[src/rtl/hsi_cd_pkg.sv]
// Shared definitions for the HSI channel coder: FSM states, Manchester polarity
// and frame geometry.
package hsi_cd_pkg;

    typedef enum logic [2:0] {
        ST_IDLE   = 3'd0,
        ST_START  = 3'd1,
        ST_DATA   = 3'd2,
        ST_PARITY = 3'd3,
        ST_STOP   = 3'd4,
        ST_GAP    = 3'd5
    } cd_state_t;

    // Line level during the first half of a '1'; a '0' is the mirror image.
    localparam logic MANCH_ONE_FIRST_HALF = 1'b0;

    // start + 8 data + parity + stop
    localparam int FRAME_BITS = 11;

    // Line level for one half of a Manchester-coded bit.
    function automatic logic manch_level(input logic bit_val, input logic second_half);
        logic first_half;
        first_half = bit_val ? MANCH_ONE_FIRST_HALF : ~MANCH_ONE_FIRST_HALF;
        return second_half ? ~first_half : first_half;
    endfunction

endpackage

[src/rtl/cd_manchester_tx_timer.sv]
// Half-bit timer: divides clk into Manchester half-bits and full bit times.
module cd_halfbit_timer #(
    parameter int HALF_BIT_CLKS = 4
) (
    input  logic clk,
    input  logic rst,
    input  logic clear,
    output logic half_tick,
    output logic bit_tick,
    output logic half
);

    localparam int CNT_W = (HALF_BIT_CLKS > 1) ? $clog2(HALF_BIT_CLKS) : 1;

    logic [CNT_W-1:0] half_cnt;

    assign half_tick = (half_cnt == CNT_W'(HALF_BIT_CLKS - 1));
    assign bit_tick  = half_tick & half;

    // Count clk cycles within a half-bit; flip the half flag at each wrap.
    always_ff @(posedge clk) begin
        // NOTE: registers use <= so every flop samples pre-edge values and
        // simulation order between always blocks cannot change the result.
        if (rst || clear) begin
            half_cnt <= '0;
            half     <= 1'b0;
        end else if (half_tick) begin
            half_cnt <= '0;
            half     <= ~half;
        end else begin
            half_cnt <= half_cnt + 1'b1;
        end
    end

endmodule

[src/rtl/cd_manchester_tx.sv]
// Manchester frame transmitter: accepts a byte from the packet controller and
// sends start, 8 data bits LSB-first, odd parity and stop, then enforces an
// idle gap on the line after each message end.
module cd_manchester_tx
    import hsi_cd_pkg::*;
#(
    parameter int HALF_BIT_CLKS = 4,
    parameter int GAP_BITS      = 8
) (
    input  logic       clk,
    input  logic       rst,
    input  logic [7:0] q,
    input  logic       q_rdy,
    input  logic       msg_end,
    output logic       cd_busy,
    output logic       cd_gap,
    output logic       line_out,
    output logic       line_oe,
    output logic       frame_done
);

    localparam int GAP_CLKS = GAP_BITS * 2 * HALF_BIT_CLKS;
    localparam int GAP_W    = $clog2(GAP_CLKS);

    cd_state_t        state, state_nxt;
    logic [7:0]       shreg, shreg_nxt;
    logic             parity, parity_nxt;
    logic [2:0]       bit_idx, bit_idx_nxt;
    logic [GAP_W-1:0] gap_cnt, gap_cnt_nxt;
    logic             msg_end_d;
    logic             accept;
    logic             half_tick, bit_tick, half, half_nxt;
    logic             line_bit;
    logic             in_frame_nxt;

    cd_halfbit_timer #(
        .HALF_BIT_CLKS(HALF_BIT_CLKS)
    ) u_timer (
        .clk      (clk),
        .rst      (rst),
        .clear    (accept),
        .half_tick(half_tick),
        .bit_tick (bit_tick),
        .half     (half)
    );

    // Half flag as it will be after this edge, so outputs can be registered
    // without adding a cycle of latency.
    assign half_nxt = accept ? 1'b0 : (half ^ half_tick);

    assign in_frame_nxt = (state_nxt == ST_START) || (state_nxt == ST_DATA) ||
                          (state_nxt == ST_PARITY) || (state_nxt == ST_STOP);

    // Next-state, datapath update and the bit to be driven in the next cycle.
    always_comb begin
        // NOTE: every variable gets a default before the case so no path
        // leaves one unassigned, which would otherwise infer a latch.
        state_nxt   = state;
        shreg_nxt   = shreg;
        parity_nxt  = parity;
        bit_idx_nxt = bit_idx;
        gap_cnt_nxt = gap_cnt;
        accept      = 1'b0;
        line_bit    = 1'b0;

        unique case (state)
            ST_IDLE: begin
                // A new message end wins over a waiting byte.
                if (msg_end && !msg_end_d) begin
                    state_nxt   = ST_GAP;
                    gap_cnt_nxt = '0;
                end else if (q_rdy) begin
                    accept      = 1'b1;
                    shreg_nxt   = q;
                    parity_nxt  = ~^q;
                    bit_idx_nxt = '0;
                    state_nxt   = ST_START;
                end
            end
            ST_START: begin
                if (bit_tick) state_nxt = ST_DATA;
            end
            ST_DATA: begin
                if (bit_tick) begin
                    shreg_nxt   = {1'b0, shreg[7:1]};
                    bit_idx_nxt = bit_idx + 3'd1;
                    if (bit_idx == 3'd7) state_nxt = ST_PARITY;
                end
            end
            ST_PARITY: begin
                if (bit_tick) state_nxt = ST_STOP;
            end
            ST_STOP: begin
                if (bit_tick) state_nxt = ST_IDLE;
            end
            ST_GAP: begin
                if (gap_cnt == GAP_W'(GAP_CLKS - 1)) begin
                    state_nxt   = ST_IDLE;
                    gap_cnt_nxt = '0;
                end else begin
                    gap_cnt_nxt = gap_cnt + 1'b1;
                end
            end
            default: state_nxt = ST_IDLE;
        endcase

        unique case (state_nxt)
            ST_START:  line_bit = 1'b0;
            ST_DATA:   line_bit = shreg_nxt[0];
            ST_PARITY: line_bit = parity_nxt;
            ST_STOP:   line_bit = 1'b1;
            default:   line_bit = 1'b0;
        endcase
    end

    // State, datapath and registered outputs.  The cycle after STOP shows
    // cd_busy low and may already accept the next byte, giving exactly one
    // low cycle between back-to-back frames.
    always_ff @(posedge clk) begin
        if (rst) begin
            state      <= ST_IDLE;
            shreg      <= '0;
            parity     <= 1'b0;
            bit_idx    <= '0;
            gap_cnt    <= '0;
            msg_end_d  <= 1'b0;
            cd_busy    <= 1'b0;
            cd_gap     <= 1'b0;
            line_out   <= 1'b0;
            line_oe    <= 1'b0;
            frame_done <= 1'b0;
        end else begin
            state      <= state_nxt;
            shreg      <= shreg_nxt;
            parity     <= parity_nxt;
            bit_idx    <= bit_idx_nxt;
            gap_cnt    <= gap_cnt_nxt;
            // Tracks msg_end as seen while idle or in the gap; a rise during a
            // frame stays pending, and a level held through the gap is ignored.
            msg_end_d  <= msg_end && (msg_end_d || (state == ST_IDLE) || (state == ST_GAP));
            cd_busy    <= in_frame_nxt;
            line_oe    <= in_frame_nxt;
            line_out   <= in_frame_nxt && manch_level(line_bit, half_nxt);
            cd_gap     <= (state_nxt == ST_GAP);
            frame_done <= (state == ST_STOP) && (state_nxt == ST_IDLE);
        end
    end

endmodule
[config.mk]
export PLATFORM = sky130hd
export DESIGN_NAME = cd_manchester_tx
export DESIGN_NICKNAME = d
export VERILOG_FILES = /design/src/rtl/hsi_cd_pkg.sv /design/src/rtl/cd_manchester_tx_timer.sv /design/src/rtl/cd_manchester_tx.sv
export SDC_FILE = /design/constraint.sdc
export NUM_CORES = 1
export LEC_CHECK = 0
export CORE_MARGIN = 10
export CORE_UTILIZATION = 50
export DETAILED_ROUTE_END_ITERATION = 12
export PLACE_DENSITY = 0.72
export SETUP_SLACK_MARGIN = 0.3
export SLEW_MARGIN = 15
export SYNTH_ARGS = -nofsm -noshare
export SYNTH_HDL_FRONTEND = slang
export SYNTH_SLANG_ARGS = --single-unit
[constraint.sdc]
create_clock -name clk -period 1.84 [get_ports clk]
set_input_delay 0.276 -clock clk [delete_from_list [all_inputs] [get_ports clk]]
set_output_delay 0.276 -clock clk [all_outputs]
set_load 0.01 [all_outputs]
=== Yosys cells after proc, flatten, opt, wreduce, memory -nomap -nowiden ===
Cells that the tools add are included.

* Reduce and logical (&&, ||, !) cells: 19
* Bitwise logic cells: 3
* Mux-type cells: 30
* Add/subtract/negate cells: 3
* Eq/ne operators: 17

{| class="wikitable"
|+ Operators by type and width
! kind !! count
|-
| two-way mux 3 bit || 11
|-
| two-way mux 8 bit || 3
|-
| case mux 3 bit (6 select lines) || 1
|-
| case mux 8 bit (2 select lines) || 1
|-
| == test 3 bit (second input constant) || 5
|-
| == test 3 x 2 -> 1 bit (second input constant) || 4
|-
| two-way mux 6 bit || 2
|-
| case mux 6 bit (2 select lines) || 1
|-
| two-way mux 1 bit || 9
|-
| inequality test 2 bit (second input constant) || 4
|-
| XNOR reduction 8 bit || 1
|-
| adder 6 x 1 -> 6 bit (second input constant) || 1
|-
| == test 3 x 1 -> 1 bit (second input constant) || 2
|-
| == test 6 bit (second input constant) || 1
|-
| logical NOT 3 bit || 2
|-
| logical OR 1 bit || 6
|-
| case mux 3 bit (2 select lines) || 1
|-
| logical AND 1 bit || 4
|-
| AND reduction 4 bit || 1
|-
| nonzero test 2 bit || 2
|-
| adder 3 x 1 -> 3 bit (second input constant) || 1
|-
| case mux 1 bit (3 select lines) || 1
|-
| adder 2 x 1 -> 2 bit (second input constant) || 1
|-
| == test 2 bit (second input constant) || 1
|-
| 6 further kinds || 6
|}

* Output and inout bits: 5
* Flip-flop bits (word level): 29
* Input port bits: 12
* Word-level logic and storage cells: 85

=== Depth between registers and ports, before layout ===
Gate-level depths: netlist of run 1.

* Word-level depth: 9
* Mapped depth: 8

=== Modules after synthesis ===
Synthesis of run 1 repeated with hierarchy kept, for this count alone.

* Cells, all modules: 160
* Area total of the unflattened synthesis: 1,431.4 µm²

{| class="wikitable"
|+ Modules (own cells, without submodules)
! module !! instances !! seq. area each (µm²) !! area each (µm²) !! cells an instance
|-
| cd_manchester_tx || 1 || 520.5 || 1,297.5 || 150
|-
| cd_halfbit_timer || 1 || 60.1 || 133.9 || 10
|}

=== Least setup slack after synthesis of run 1 ===
Ideal clock, no wire load.

* Path type: register -> register
* From: register u_timer.half_cnt[0]
* To: register line_out
* Slack: 0.162 ns
* Library setup time: 0.074 ns
* Data arrival time: 1.604 ns
* Required time: 1.766 ns
* Buffers on the path: 0
* Stages on the path, launching flop included: 9
* Cells stage by stage: dfxtp_1 -> ha_1 -> ha_1 -> and3_4 -> o31ai_4 -> nand3_2 -> nor2_2 -> nand4_1 -> a31oi_1

* Word-level cells in the longest chain between the ends: 9
* Elaborated cells on any way between the ends: 22
* Those cells by class: eq/ne: 5; mux: 11; bitwise: 2; reduce/logical: 4

{| class="wikitable"
|+ RTL lines
! item !! line !! text
|-
| from (decl) || cd_manchester_tx_timer.sv:15 || <nowiki>logic [CNT_W-1:0] half_cnt;</nowiki>
|-
| from (signal assigned) || cd_manchester_tx_timer.sv:31 || <nowiki>half_cnt <= half_cnt + 1'b1;</nowiki>
|-
| == test 2 bit (*) || cd_manchester_tx_timer.sv:17 || <nowiki>assign half_tick = (half_cnt == CNT_W'(HALF_BIT_CLKS - 1));</nowiki>
|-
| bitwise AND 1 bit || cd_manchester_tx_timer.sv:18 || <nowiki>assign bit_tick = half_tick & half;</nowiki>
|-
| two-way mux 3 bit (on tied branches) || - ||
|-
| case mux 3 bit (6 select lines) || cd_manchester_tx.sv:66 || <nowiki>unique case (state)</nowiki>
|-
| == test 3 bit, or another cell as far along || cd_manchester_tx.sv:52, cd_manchester_tx.sv:107 ||
|-
| case mux 1 bit (3 select lines) or logical OR 1 bit (tied branches) || cd_manchester_tx.sv:107, cd_manchester_tx.sv:51 ||
|-
| two-way mux 1 bit or logical OR 1 bit (tied branches) || hsi_cd_pkg.sv:23, cd_manchester_tx.sv:51 ||
|-
| two-way mux 1 bit or logical OR 1 bit (tied branches) || hsi_cd_pkg.sv:24, cd_manchester_tx.sv:52 ||
|-
| logical AND 1 bit (*) || cd_manchester_tx.sv:143 || <nowiki>line_out <= in_frame_nxt && manch_level(line_bit, half_nxt);</nowiki>
|-
| to (signal assigned) || cd_manchester_tx.sv:143 ||
|-
| to (decl) || cd_manchester_tx.sv:17 || <nowiki>output logic line_out,</nowiki>
|}

Mark *: on every way between the ends. The rest lies on a longest branch, timed or not. The select of a mux whose other input is x is not followed.
A chain may end at the register's enable or synchronous reset.

=== Worst setup path in the final report of run 1 ===
Ends and elaborated chain as after synthesis.

==> flow_summary.json, run 1 <==
{
  "result_of_the_run": "complete, no violations",
  "maxClockFrequency_mhz": 604.9,
  "synth_nets": 193,
  "die_area_mm2": 0.005755,
  "synth_flop_cell": "sky130_fd_sc_hd__dfxtp_1",
  "synthTopCellsByArea": "sky130_fd_sc_hd__dfxtp_1 37%, sky130_fd_sc_hd__xnor2_1 5.6%, sky130_fd_sc_hd__a21oi_1 4.8%, sky130_fd_sc_hd__ha_1 4.8%, sky130_fd_sc_hd__nand2_1 4.3%",
  "synth_largest_area_cell": "sky130_fd_sc_hd__dfxtp_1",
  "max_cap_viol_count": 0,
  "tritoncts": "yes",
  "netlist_top_cells_count": "29 x sky130_fd_sc_hd__dfxtp_1, 18 x sky130_fd_sc_hd__nand2_1, 15 x sky130_fd_sc_hd__a21oi_1, 15 x sky130_fd_sc_hd__nor2_1, 10 x sky130_fd_sc_hd__xnor2_1",
  "p_leak_nw": 0.7103,
  "nets": 218,
  "synthesis.area_mm2": 0.001560,
  "ios": 17,
  "vias": 1331,
  "fp.dieH_um": 75.86,
  "grt_max_degree": 20,
  "port_buffers": 16,
  "postRouteWirelength_mm": 3.321,
  "wire_per_inst_um": 13.56,
  "cts-htree-levels": 2,
  "rows": 20,
  "drt_first_pass_iters": 4,
  "finalHoldViolations": 0,
  "cts_num_sinks": 29,
  "finalNonFillerCells": 245,
  "hold_path.class": "flop to flop",
  "clockBufferDepth": 2,
  "power_density_mw_per_mm2": 775.1,
  "timing.critical_path.from_type": "flop",
  "ratio_of_cells_with_drive_above_1_in_the_final_layout_pct": 25.37,
  "grt_antenna_before_repair": 0,
  "startpoint": "u_timer.half_cnt[0]$_SDFF_PP0_",
  "area_delta_synth_final_pct": 24.94,
  "worstRegToRegCells": 8,
  "cts_buffers": 5,
  "r2r_setup_slack_ns": 0.19,
  "vias_per_cell": 5.433,
  "syn_inst": 175,
  "grt_setup_unrepaired": "yes",
  "hpwl_mm": 2.427,
  "period_needed_ns": 1.653,
  "die-width_um": 75.86,
  "antennaDiodeCount": 0,
  "drt_iter0_drc": 85,
  "postSynthAreaPerCell_um2": 8.916,
  "timing.critical_path.fanout_max": 3,
  "synth.yosys.seq_area_share_pct": 37.21,
  "ir_worst_vdd_mv": 0.5267,
  "yosysWarningCount": 0,
  "overflow_after_grt": 0,
  "yosysTopAreaCellShare_pct": 37.21,
  "critical_path.endpoint": "line_out$_SDFF_PP0_",
  "start_util_pct": 51.53,
  "worst_ep_arrival_time_ns": 1.91,
  "first_global_vias": 1358,
  "routabilityCongestion": 0.8519,
  "fin_worst_skew_ns": 0.006748,
  "synth_enable_flop_cells": 0,
  "cts.hold.buffers_added": 0,
  "num-fill-cells": 253,
  "setup_viol_count_final": 0,
  "timing.rr.start": "u_timer.half_cnt[0]$_SDFF_PP0_",
  "post_route_clock_period_utilization_pct": 89.84,
  "worst_slew_pin_slew_ns": 0.3648,
  "timing_worst_setup_path_type": "flop to flop",
  "final-max-slew-violation-count": 0,
  "data_required_time_at_the_worst_endpoint_ns": 2.10,
  "clock_pin_slew_worst_setup_and_hold_paths_ns": 0.09,
  "final_core_util_pct": 64.38,
  "drt_drc_violations_left": 0,
  "groute.usage.overall_pct": 12.92,
  "cp-end-kind": "flop",
  "insertion_delay_of_the_later_clocked_pin_in_the_worst_skew_pair_ns": 0.33,
  "cts.root.buffer_cell": "sky130_fd_sc_hd__clkbuf_4",
  "synth_cell_types": 47,
  "synth-seq-cells": 29,
  "maxSlewHeadroom_pct": 75.68,
  "final_antenna_net_count": 0,
  "finalSetupTns_ns": 0,
  "async_reset_ff_share_pct": 0,
  "timing.rr.end": "line_out$_SDFF_PP0_",
  "placeableCoreArea_mm2": 0.003028,
  "grt_first_pass_wirelength_mm": 5.699,
  "dpl.cell_count": 233,
  "most_frequently_used_cell_type_in_the_post_synthesis_netlist": "sky130_fd_sc_hd__dfxtp_1"
}
[logic make-up after synthesis]
family                   Yosys count  share of synthesized area [%]
flip-flops                        29                          37.21
XOR/XNOR                          13                          7.298
multiplexers                       1                         0.6416
buffers and inverters             12                          4.811
AO/OA/AOI/OAI                     38                          16.92
AND/OR/NAND/NOR                   76                          28.31
adder cells (fa/ha/maj)            6                          4.811
[per-stage QoR]
stage | hold WS (ns) | power (mW) | cell area, um^2 | setup WS (ns)
after floorplan | 0.4120 | 0.9600 | 1592 | 0.2885
after detailed placement | 0.4264 | 1.065 | 1799 | -0.003244
final | 0.4343 | 1.511 | 1949 | 0.1870
after CTS | 0.4393 | 1.507 | 1901 | 0.2065
after global routing | 0.4572 | 1.588 | 1949 | 0.1264
after global placement | 0.4180 | 1.055 | 1799 | 0.06990
[state kept, by name (all words and copies together), names as in the netlist]
name / cells
msg_end_d: 1
bit_idx: 3
shreg: 8
frame_done: 1
state: 3
gap_cnt: 6
parity: 1
cd_gap: 1
u_timer.half: 1
line_out: 1
u_timer.half_cnt: 2
line_oe: 1
[layout by cell type, fill, tap and decap left out, types with 3 or more instances in the layout]
cell                              instances
sky130_fd_sc_hd__buf_4                   12
sky130_fd_sc_hd__nand2_1                 18
sky130_fd_sc_hd__a21oi_1                 15
sky130_fd_sc_hd__nor2b_1                  5
sky130_fd_sc_hd__a211oi_1                 3
sky130_fd_sc_hd__dfxtp_1                 21
sky130_fd_sc_hd__nor4_1                   3
sky130_fd_sc_hd__dfxtp_2                  7
sky130_fd_sc_hd__o21ai_0                  3
sky130_fd_sc_hd__nor3_1                   4
sky130_fd_sc_hd__xnor2_1                  9
sky130_fd_sc_hd__nand3_1                  8
sky130_fd_sc_hd__nor2_1                  15
sky130_fd_sc_hd__ha_4                     3
sky130_fd_sc_hd__clkdlybuf4s50_1         15
sky130_fd_sc_hd__clkbuf_4                 5
sky130_fd_sc_hd__xor2_1                   3
sky130_fd_sc_hd__a22oi_1                  6
[worst min path at each step]
stage / to / start / slack [ns] / depth (start not counted)
after global placement: u_timer.half_cnt[0]$_SDFF_PP0_ / u_timer.half_cnt[0]$_SDFF_PP0_ / 0.42 / 1
after CTS: u_timer.half_cnt[0]$_SDFF_PP0_ / u_timer.half_cnt[0]$_SDFF_PP0_ / 0.44 / 1
after global routing: u_timer.half_cnt[0]$_SDFF_PP0_ / u_timer.half_cnt[0]$_SDFF_PP0_ / 0.46 / 1
after floorplan: shreg[7]$_SDFFE_PP0P_ / q[7] / 0.41 / 2
final: u_timer.half_cnt[0]$_SDFF_PP0_ / u_timer.half_cnt[0]$_SDFF_PP0_ / 0.43 / 1
after detailed placement: u_timer.half_cnt[0]$_SDFF_PP0_ / u_timer.half_cnt[0]$_SDFF_PP0_ / 0.43 / 1
[layer usage]
layer,part of all wire [%],GRT usage (%)
met1,44,12.96
met2,49,22.64
met3,4.5,3.906
met4,2.8,8.454
met5,0,0
[timing repair]
action,in CTS,in global routing
pin swaps,1,3
setup buffers,1,3
resized for setup,6,7
setup endpoints to repair,14,7
endpoints found under the hold margin,0,0
[final cells by class]
class	instances	area [um^2]	area share, %
sequential	29	593.1	30.42
multi-input combinational	134	970.9	49.81
inverter	2	7.507	0.3851
timing repair buffer	28	252.7	12.97
tap	44	55.05	2.824
clock buffer	7	65.06	3.338
clock inverter	1	5.005	0.2567
[worst max-delay path, stage by stage (launching register included)]
cell and delay [ns]:
sky130_fd_sc_hd__dfxtp_2 0.34, sky130_fd_sc_hd__ha_4 0.18, sky130_fd_sc_hd__ha_4 0.16, sky130_fd_sc_hd__and3_4 0.18, sky130_fd_sc_hd__o31ai_4 0.19, sky130_fd_sc_hd__nand3_2 0.15
sky130_fd_sc_hd__nor2_4 0.12, sky130_fd_sc_hd__nand4_1 0.08, sky130_fd_sc_hd__a31oi_1 0.19
[power breakdown]
group	leakage [nW]	total (mW)	internal [mW]	switching, mW
Sequential	0.240	0.717	0.672	0.0445
Clock	0.0413	0.448	0.221	0.227
Combinational	0.429	0.347	0.181	0.165
Power figures use the tool's default switching activity.
==> inputs of run 2 (changes only) <==
- DONT_BUFFER_PORTS: not set -> 1
- PLACE_DENSITY: 0.72 -> not set
- RECOVER_POWER: not set -> 50
==> flow_summary.json, run 2 (synthesis results as in run 1) <==
{
  "period_needed_ns": 1.616,
  "vias_per_cell": 5.585,
  "finalNonFillerCells": 224,
  "first_global_vias": 1198,
  "cts-htree-levels": 2,
  "ratio_of_cells_with_drive_above_1_in_the_final_layout_pct": 23.33,
  "max_cap_viol_count": 0,
  "r2r_setup_slack_ns": 0.22,
  "dpl-instance-area_mm2": 0.001609,
  "grt_antenna_before_repair": 0,
  "cts_num_sinks": 29,
  "timing.critical_path.from_type": "flop",
  "dpl.cell_count": 213,
  "seqCellArea_um2": 589.3,
  "nets": 197,
  "die-width_um": 75.86,
  "area_delta_synth_final_pct": 10.67,
  "multi_input_area_um2": 948.4,
  "final-max-slew-violation-count": 0,
  "hpwl_mm": 2.237,
  "rows": 20,
  "setup_viol_count_final": 0,
  "start_util_pct": 51.53,
  "drt_drc_violations_left": 0,
  "grt_setup_unrepaired": "yes",
  "insertion_delay_of_the_later_clocked_pin_in_the_worst_skew_pair_ns": 0.34,
  "groute.usage.overall_pct": 12.51,
  "maxClockFrequency_mhz": 619.0,
  "data_required_time_at_the_worst_endpoint_ns": 2.11,
  "clockBufferDepth": 2,
  "cp-end-kind": "flop",
  "grt_max_degree": 29,
  "mostFrequentLayoutCell": "sky130_fd_sc_hd__dfxtp_1",
  "final_antenna_net_count": 0,
  "ios": 17,
  "hold_path.class": "primary input to flop",
  "cts.root.buffer_cell": "sky130_fd_sc_hd__clkbuf_4",
  "routabilityCongestion": 0.8397,
  "drt_first_pass_iters": 4,
  "worst_ep_arrival_time_ns": 1.89,
  "post_route_clock_period_utilization_pct": 87.80,
  "whs_ns": -0.01970,
  "finalSetupTns_ns": 0,
  "violated_checks": "hold timing",
  "placeableCoreArea_mm2": 0.003028,
  "finalInstanceArea_mm2": 0.001727,
  "timing_worst_setup_path_type": "flop to flop",
  "num-fill-cells": 291,
  "cts_buffers": 5,
  "postRouteWirelength_mm": 3.229,
  "ir_worst_vdd_mv": 0.5075,
  "maxSlewHeadroom_pct": 73.63,
  "clock_pin_slew_worst_setup_and_hold_paths_ns": 0.10,
  "result_of_the_run": "finished, violations left",
  "commonest_cells_after_routing_fill_and_taps_aside": "22 x sky130_fd_sc_hd__dfxtp_1, 18 x sky130_fd_sc_hd__nand2_1, 15 x sky130_fd_sc_hd__nor2_1, 15 x sky130_fd_sc_hd__a21oi_1, 10 x sky130_fd_sc_hd__xnor2_1",
  "drt_iter0_drc": 78,
  "port_buffers": 0,
  "die_area_mm2": 0.005755,
  "tritoncts": "yes",
  "flip_flop_count_of_the_largest_register_all_copies_and_words_added": 8,
  "worst_slew_pin_slew_ns": 0.3956,
  "overflow_after_grt": 0,
  "timing.critical_path.fanout_max": 3,
  "antennaDiodeCount": 0,
  "fin_worst_skew_ns": 0.007300,
  "grt_first_pass_wirelength_mm": 5.395,
  "top_register": "shreg",
  "finalHoldViolations": 15,
  "reg_top3": "shreg x8, gap_cnt x6",
  "wire_per_inst_um": 14.42,
  "p_leak_nw": 0.6009,
  "vias": 1251,
  "fp.dieH_um": 75.86,
  "power_density_mw_per_mm2": 835.0
}
## run 2: layer usage
metal / wire length [um] / up-vias / global-route usage (%)
met1: 1444 / 583 / 14.09
met3: 235 / 4 / 5.990
met4: 43 / 0 / 4.742
met2: 1506 / 35 / 20.00
li1: - / 629 / -
met5: 0 / - / 0
## run 2: power breakdown
| group | switching (mW) | total (mW) | internal [mW] |
|---|---|---|---|
| logic | 0.131 | 0.262 | 0.131 |
| clock network | 0.235 | 0.456 | 0.221 |
| registers | 0.0502 | 0.723 | 0.673 |
## run 2: worst max-delay path, stage by stage (launching register included)
cell and delay (ns):
sky130_fd_sc_hd__dfxtp_2 0.34, sky130_fd_sc_hd__ha_4 0.18, sky130_fd_sc_hd__ha_4 0.16, sky130_fd_sc_hd__and3_4 0.18, sky130_fd_sc_hd__o31ai_4 0.19, sky130_fd_sc_hd__nand3_2 0.14
sky130_fd_sc_hd__nor2_4 0.11, sky130_fd_sc_hd__nand4_1 0.10, sky130_fd_sc_hd__a31oi_1 0.14
## run 2: area by class of cell
class,count,area share (%)
multi-input combinational,134,54.93
sequential,29,34.13
clock buffer,7,3.768
timing repair buffer,7,3.261
tap,44,3.188
inverter,2,0.4348
clock inverter,1,0.2899
## run 2: metrics by stage
stage	total power [mW]	worst slack [ns]	utilization [%]
2_1_floorplan	0.9600	0.2885	-
3_3_place_gp	0.9823	0.1381	53.14
3_5_place_dp	0.9876	0.1141	53.14
4_1_cts	1.446	0.2142	56.45
5_1_grt	1.518	0.1378	57.02
6_report	1.442	0.2244	57.02
## run 2: worst paths after layout
check,from,to,cells after the start
worst min register to register,u_timer.half_cnt[0]$_SDFF_PP0_,u_timer.half_cnt[0]$_SDFF_PP0_,1
worst max register to register,u_timer.half_cnt[0]$_SDFF_PP0_,line_out$_SDFF_PP0_,8
worst max-delay path,u_timer.half_cnt[0]$_SDFF_PP0_,line_out$_SDFF_PP0_,8
worst min-delay path,rst,gap_cnt[0]$_SDFFE_PP0P_,1
## run 2: repair_timing
| action | 4_1_cts | 5_1_grt |
|---|---|---|
| buffers inserted | 2 | 1 |
| pin swaps | 1 | 2 |
| endpoints found under the hold margin | 24 | 27 |
| resized for setup | 4 | 10 |
| setup endpoints to repair | 15 | 13 |
| cloned | 0 | 0 |
==> inputs of run 3 (changes only) <==
- TNS_END_PERCENT: not set -> 10
==> flow_summary.json, run 3 (synthesis results as in run 1) <==
{
  "result_of_the_run": "finished, violations left",
  "violated_checks": "hold timing",
  "vias_per_cell": 5.532,
  "worst_ep_arrival_time_ns": 1.90,
  "multi_input_area_um2": 940.9,
  "maxSlewHeadroom_pct": 76.02,
  "cts_buffers": 5,
  "maxClockFrequency_mhz": 611.5,
  "timing.critical_path.from_type": "flop",
  "whs_ns": -0.008268,
  "start_util_pct": 51.53,
  "grt_max_degree": 29,
  "data_required_time_at_the_worst_endpoint_ns": 2.10,
  "placeableCoreArea_mm2": 0.003028,
  "ios": 17,
  "vias": 1228,
  "port_buffers": 0,
  "postRouteWirelength_mm": 3.175,
  "drt_first_pass_iters": 4,
  "drt_iter0_drc": 84,
  "timing.critical_path.fanout_max": 5,
  "cp-end-kind": "flop",
  "seqCellArea_um2": 588.1,
  "power_density_mw_per_mm2": 837.9,
  "die_area_mm2": 0.005755,
  "hold_path.class": "primary input to flop",
  "cts.root.buffer_cell": "sky130_fd_sc_hd__clkbuf_4",
  "ir_worst_vdd_mv": 0.5078,
  "period_needed_ns": 1.635,
  "max_cap_viol_count": 0,
  "antennaDiodeCount": 0,
  "final-max-slew-violation-count": 0,
  "finalSetupTns_ns": 0,
  "timing_worst_setup_path_type": "flop to flop",
  "ratio_of_cells_with_drive_above_1_in_the_final_layout_pct": 21.35,
  "flip_flop_count_of_the_largest_register_all_copies_and_words_added": 8,
  "p_leak_nw": 0.5874,
  "cp.buffers_inverters": 0,
  "grt_setup_unrepaired": "yes",
  "routabilityCongestion": 0.8397,
  "final_core_util_pct": 56.12,
  "hpwl_mm": 2.237,
  "cp_cell_sequence": "ha_4 -> ha_4 -> and3_4 -> o31ai_4 -> nand3_2 -> nor2_4 -> nand4_1 -> a31oi_1",
  "num-fill-cells": 294,
  "grt_antenna_before_repair": 0,
  "clock_pin_slew_worst_setup_and_hold_paths_ns": 0.10,
  "cts-htree-levels": 2,
  "grt_first_pass_wirelength_mm": 5.340,
  "fin_worst_skew_ns": 0.007234,
  "path_delay_family": "simple AND/OR/NAND/NOR gates",
  "nets": 195,
  "fp.dieH_um": 75.86,
  "final_antenna_net_count": 0,
  "die-width_um": 75.86,
  "finalHoldViolations": 2,
  "setup_viol_count_final": 0,
  "overflow_after_grt": 0,
  "wire_per_inst_um": 14.30,
  "top_register": "shreg",
  "critPathMostFrequentCell": "sky130_fd_sc_hd__ha_4",
  "mostFrequentLayoutCell": "sky130_fd_sc_hd__dfxtp_1",
  "area_delta_synth_final_pct": 8.901,
  "first_global_vias": 1174,
  "rows": 20,
  "insertion_delay_of_the_later_clocked_pin_in_the_worst_skew_pair_ns": 0.33,
  "post_route_clock_period_utilization_pct": 88.87,
  "reg_top3": "shreg x8, gap_cnt x6",
  "clockBufferDepth": 2,
  "groute.usage.overall_pct": 12.40,
  "worst_slew_pin_slew_ns": 0.3598,
  "crit_path_top_delay_cell": "sky130_fd_sc_hd__dfxtp_2",
  "tritoncts": "yes",
  "drt_drc_violations_left": 0,
  "critical_path.max_stage_delay_ns": 0.34,
  "commonest_cells_after_routing_fill_and_taps_aside": "23 x sky130_fd_sc_hd__dfxtp_1, 18 x sky130_fd_sc_hd__nand2_1, 15 x sky130_fd_sc_hd__nor2_1, 15 x sky130_fd_sc_hd__a21oi_1, 10 x sky130_fd_sc_hd__xnor2_1",
  "cts_num_sinks": 29
}
==> run 3: cell types whose count changed in the layout (fill, tap and decap cells not counted) <==
cell                       previous run  this run
sky130_fd_sc_hd__buf_4                6         5
sky130_fd_sc_hd__buf_6                1         0
sky130_fd_sc_hd__dfxtp_1             22        23
sky130_fd_sc_hd__dfxtp_2              7         6
sky130_fd_sc_hd__nand2b_1             1         2
sky130_fd_sc_hd__nand2b_2             1         0
sky130_fd_sc_hd__nor2_2               0         1
sky130_fd_sc_hd__nor2_4               2         1
==> run 3: where the power goes <==
part / total (mW) / switching, mW / internal [mW]
combinational: 0.251 / 0.128 / 0.123
clock: 0.449 / 0.228 / 0.221
sequential: 0.723 / 0.0499 / 0.673
==> run 3: path summary, 6_finish.rpt <==
path / start / end / slack, ns / cells after the start
max reg2reg: u_timer.half_cnt[0]$_SDFF_PP0_ / line_out$_SDFF_PP0_ / 0.20 / 8
min: rst / gap_cnt[0]$_SDFFE_PP0P_ / -0.008 / 1
max: u_timer.half_cnt[0]$_SDFF_PP0_ / line_out$_SDFF_PP0_ / 0.20 / 8
min reg2reg: u_timer.half_cnt[0]$_SDFF_PP0_ / u_timer.half_cnt[0]$_SDFF_PP0_ / 0.43 / 1
==> run 3: repair_timing <==
action,CTS,global route
gates cloned,0,0
pin swaps,1,2
gates resized for setup,4,4
endpoints found under the hold margin,24,27
setup endpoints to repair,15,13
setup buffers,0,1
==> run 3: layout make-up <==
type,count,share of cell area (%)
tap,44,3.240
inverter,2,0.4418
clock inverter,1,0.2946
clock buffer,7,3.829
timing repair buffer,5,2.209
multi-input combinational,134,55.38
sequential,29,34.61
==> run 3: through the flow <==
step           setup slack, ns  total power [mW]  area [um^2]  instances
2_1_floorplan           0.2885            0.9600         1592        175
3_3_place_gp            0.1381            0.9823         1609        213
3_5_place_dp            0.1141            0.9876         1609        213
4_1_cts                 0.1962             1.440         1694        221
5_1_grt                 0.1163             1.507         1699        222
6_report                0.2047             1.424         1699        222
==> run 3: layer usage <==
metal | global-route usage (%) | up-vias | share of wire (%) | routed length, um
met5 | 0 | - | 0 | 0
met2 | 19.62 | 22 | 46 | 1467
met4 | 4.742 | 0 | 1.5 | 48
li1 | - | 623 | - | -
met3 | 5.990 | 5 | 6.5 | 206
met1 | 14.09 | 578 | 46 | 1453
==> RTL edit 1: new RTL, flow settings as in run 3 <==
Change the parameter `GAP_BITS` from 8 to 16.
--- a/src/rtl/cd_manchester_tx.sv
+++ b/src/rtl/cd_manchester_tx.sv
@@ -5,7 +5,7 @@
     import hsi_cd_pkg::*;
 #(
     parameter int HALF_BIT_CLKS = 4,
-    parameter int GAP_BITS      = 8
+    parameter int GAP_BITS      = 16
 ) (
     input  logic       clk,
     input  logic       rst,
Function: same outputs for any inputs over 10 cycles, from zero or initial values and one cycle with rst high; that may be too few to reach the edited logic, so the function may still have changed.
==> RTL edit 1 against run 3 <==
Synthesized area down 1.4%; largest cell class unchanged; worst hold slack better by 110 ps; power is 12% higher; non-clock buffer count rose by 17; setup slack got worse by 170 ps; wire length up 12%; cell area up 11%; sequential cell count rose by 1; die area fell by 1.0%.
==> RTL edit 1: results (changes against run 3) <==
Status
The flow ran to the end, and the final reports show no timing, DRC or antenna violations.

Route
The via density per instance is 5.94 (+7.3%). The routed wire length per instance was 16.0 um (+12%). The number of iterations in the first detailed-routing pass is 7 (+3). The first-iteration detailed-routing DRC count came to 107 (+27%). The wire length on met1 is 1.50 mm (+2.9%).

Placed design
The routability-driven placement congestion ratio is 0.810 (-3.5%). The cell area reported after detailed placement is 1630 sq um (+1.2%). The post-DP HPWL is 2.35 mm (+5.1%).

Critical path
The family with the most delay on the worst path is compound AO/OA/AOI/OAI gates.

Finish
The storage element area is 608 sq um (+3.4%). The largest registers in the layout are shreg: 8 flops, gap_cnt: 7 flops. The multi-input gate count was 130 (-3.0%). The number of ordinary and repair buffers in the finished layout is 22 (+17). The relative area of clock buffers and inverters in the final design is 0.0318 (-0.00945). The filler cell count in the final layout is 257 (-13%). The multi-input combinational area share is 0.526 (-0.0273). The proportion of layout cells with a drive suffix above 1 is 0.326 (+0.113).

Synth
The count of mapped cells out of synthesis came to 173 (-1.1%). The arithmetic-cell share of the synthesized area counting full adders, half adders and majority gates is 0.0488 (+0.000665). The proportion of synthesized chip area in sequential cells came to 0.390 (+0.0182).

The post-synthesis mux area share is 0.0138 (+0.00741). The number of different library cells in the post-synthesis netlist was 46 (-2.1%). The synthesized flop and latch total is 30 (+3.4%).

Pwr
The leakage component of the power is 0.000711 uW (+21%). The net switching power was 494 uW (+22%). The total power per unit cell area was 844 nW/um^2 (+0.73%).

The maximum vdd drop is 0.410 mV (-19%). The portion of total power attributed to combinational logic is 0.267 (+0.090).

Global routing
The overall track demand over capacity in global routing is 0.124 (+0.000400). The met1 track demand over resource came to 0.137 (-0.00416). The met2 track demand over resource is 0.200 (+0.00396). The number of global-route vias before repair is 1213 (+3.3%).

Timing
The setup skew after layout is 11.5 ps (+4.29 ps).

Floorplan
The area enclosed by the die boundary was 5700 sq um (-1.0%).
[RTL edit 1: path summary, 6_finish.rpt]
kind	startpoint	to	slack, ps	depth (start not counted)
worst max register to register	u_timer.half_cnt[0]$_SDFF_PP0_	line_out$_SDFF_PP0_	40	7
worst min register to register	u_timer.half_cnt[0]$_SDFF_PP0_	u_timer.half_cnt[0]$_SDFF_PP0_	450	1
worst max-delay path	u_timer.half_cnt[0]$_SDFF_PP0_	line_out$_SDFF_PP0_	40	7
worst min-delay path	msg_end	msg_end_d$_SDFF_PP0_	100	1
[RTL edit 1: kinds of logic (layout without fill, tap and decap cells)]
family / count (synthesis) / count (layout)
muxes: 2 / 2
buffers and inverters: 13 / 30
DFF: 30 / 30
xor gates and xnor gates: 10 / 10
AOI/OAI and AO/OA: 35 / 35
adders and majority gates: 6 / 6
and+or+nand+nor: 77 / 77
[RTL edit 1: repair_timing]
item,CTS,global route
gates resized for setup,2,29
endpoints found under the hold margin,24,28
buffers inserted,4,4
pin swaps,4,20
endpoints found under the setup margin,15,23
==> RTL edit 2: new RTL, flow settings as in run 3 <==
Made on the original files. Make the reset (`rst`) asynchronous in one clocked block.
--- a/src/rtl/cd_manchester_tx.sv
+++ b/src/rtl/cd_manchester_tx.sv
@@ -116,7 +116,7 @@
     // State, datapath and registered outputs.  The cycle after STOP shows
     // cd_busy low and may already accept the next byte, giving exactly one
     // low cycle between back-to-back frames.
-    always_ff @(posedge clk) begin
+    always_ff @(posedge clk or posedge rst) begin
         if (rst) begin
             state      <= ST_IDLE;
             shreg      <= '0;
Function: differs if rst is asserted again (counterexample within 4 cycles, from zero or initial values and one cycle with rst high); with rst held inactive, the same outputs for 10 cycles.
==> RTL edit 2 against run 3 <==
Synthesized area increased by 0.80%; final cell count up 4.5%; sequential share of layout area up 0.37 points; wire length grew 16%; setup slack worse by 180 ps; cell area grew 21%; sequential cell count is the same.
Power is not compared: it rests on default switching activity, and its combinational part moved more than twofold at a synthesized area within 25%.
==> RTL edit 2: results (changes against run 3) <==
Clock tree
The number of setup buffers added after CTS is 7 (+7). The number of resized instances in the post-cts repair step came to 7 (+3).

Route
The wire length on met1 came to 1.55 mm (+6.9%). The routed wire length per instance came to 15.9 um (+11%). The met3 wire length is 252 um (+22%).

The first-iteration detailed-routing DRC count was 78 (-7.1%). The routed wire length is 3.70 mm (+16%).

Placed design
The cell area reported after detailed placement is 1730 sq um (+7.5%). The post-DP HPWL is 2.54 mm (+13%). The pre-CTS setup slack came to 14.5 ps (-99.6 ps).

Global routing
The met2 track demand over resource is 0.222 (+0.0257). The met1 track demand over resource is 0.148 (+0.00680). The overall track demand over capacity in global routing is 0.131 (+0.00699).

The global-route track usage on met3 is 0.0460 (-0.0139).

Synth
The xor/xnor share of the synthesized area is 0.0668 (-0.00615). The number of different library cells in the post-synthesis netlist was 44 (-6.4%). The post-synthesis mux area share is 0.0135 (+0.00711). Counting instances in the post-synthesis netlist gives the leading cell types as 26 x sky130_fd_sc_hd__dfrtp_1, 20 x sky130_fd_sc_hd__nand2_1, 13 x sky130_fd_sc_hd__o21ai_0, 9 x sky130_fd_sc_hd__xnor2_1, 8 x sky130_fd_sc_hd__nand3_1. The share of the synthesized area in compound gates (AO/OA/AOI/OAI) is 0.185 (+0.0154). After synthesis, the cell types taking the most area are sky130_fd_sc_hd__dfrtp_1 41%, sky130_fd_sc_hd__xnor2_1 5.0%, sky130_fd_sc_hd__ha_1 4.8%.

Finish
The area growth from synthesis to layout is 30.3%. The total of clock buffers placed in the layout is 6 (-1). The fraction of area in registers was 0.350 (+0.00372). The number of ordinary and repair buffers in the finished layout was 27 (+22). The layout sequential cell count is 29 (unchanged).

The multi-input combinational area share is 0.477 (-0.0763). The count of inverters other than clock inverters in the layout came to 7 (+5). The filler cell count in the final layout was 245 (-17%). The post-layout net count is 205 (+5.1%).

Timing
The setup skew after layout came to 13.9 ps (+6.65 ps). The transition time at the pin with the least slew margin was 654 ps (+294 ps).

Worst hold path
The startpoint identified for the worst hold timing path is msg_end.

Critical path
The family with the most delay on the worst path is compound AO/OA/AOI/OAI gates.

Status
The run finished with clean final reports.
==> RTL edit 2: cell types whose count changed after synthesis, moves of 3 or more <==
cell	change
sky130_fd_sc_hd__dfrtp_1	+26
sky130_fd_sc_hd__dfxtp_1	-26
sky130_fd_sc_hd__a21oi_1	-13
sky130_fd_sc_hd__o21ai_0	+10
sky130_fd_sc_hd__nor2_1	-8
sky130_fd_sc_hd__a22o_1	+5
sky130_fd_sc_hd__inv_1	+5
sky130_fd_sc_hd__a211o_1	+3
==> RTL edit 2: worst paths after layout <==
| path | slack [ps] | end | cells after the start |
|---|---|---|---|
| worst max-delay path | 30 | line_out$_DFF_PP0_ | 7 |
| worst min-delay path | 40 | msg_end_d$_DFF_PP0_ | 1 |
| worst max register to register | 30 | line_out$_DFF_PP0_ | 7 |
| worst min register to register | 450 | u_timer.half_cnt[0]$_SDFF_PP0_ | 1 |
| max in group asynchronous | 800 | state[2]$_DFF_PP0_ | 3 |
| min in group asynchronous | 580 | line_out$_DFF_PP0_ | 3 |
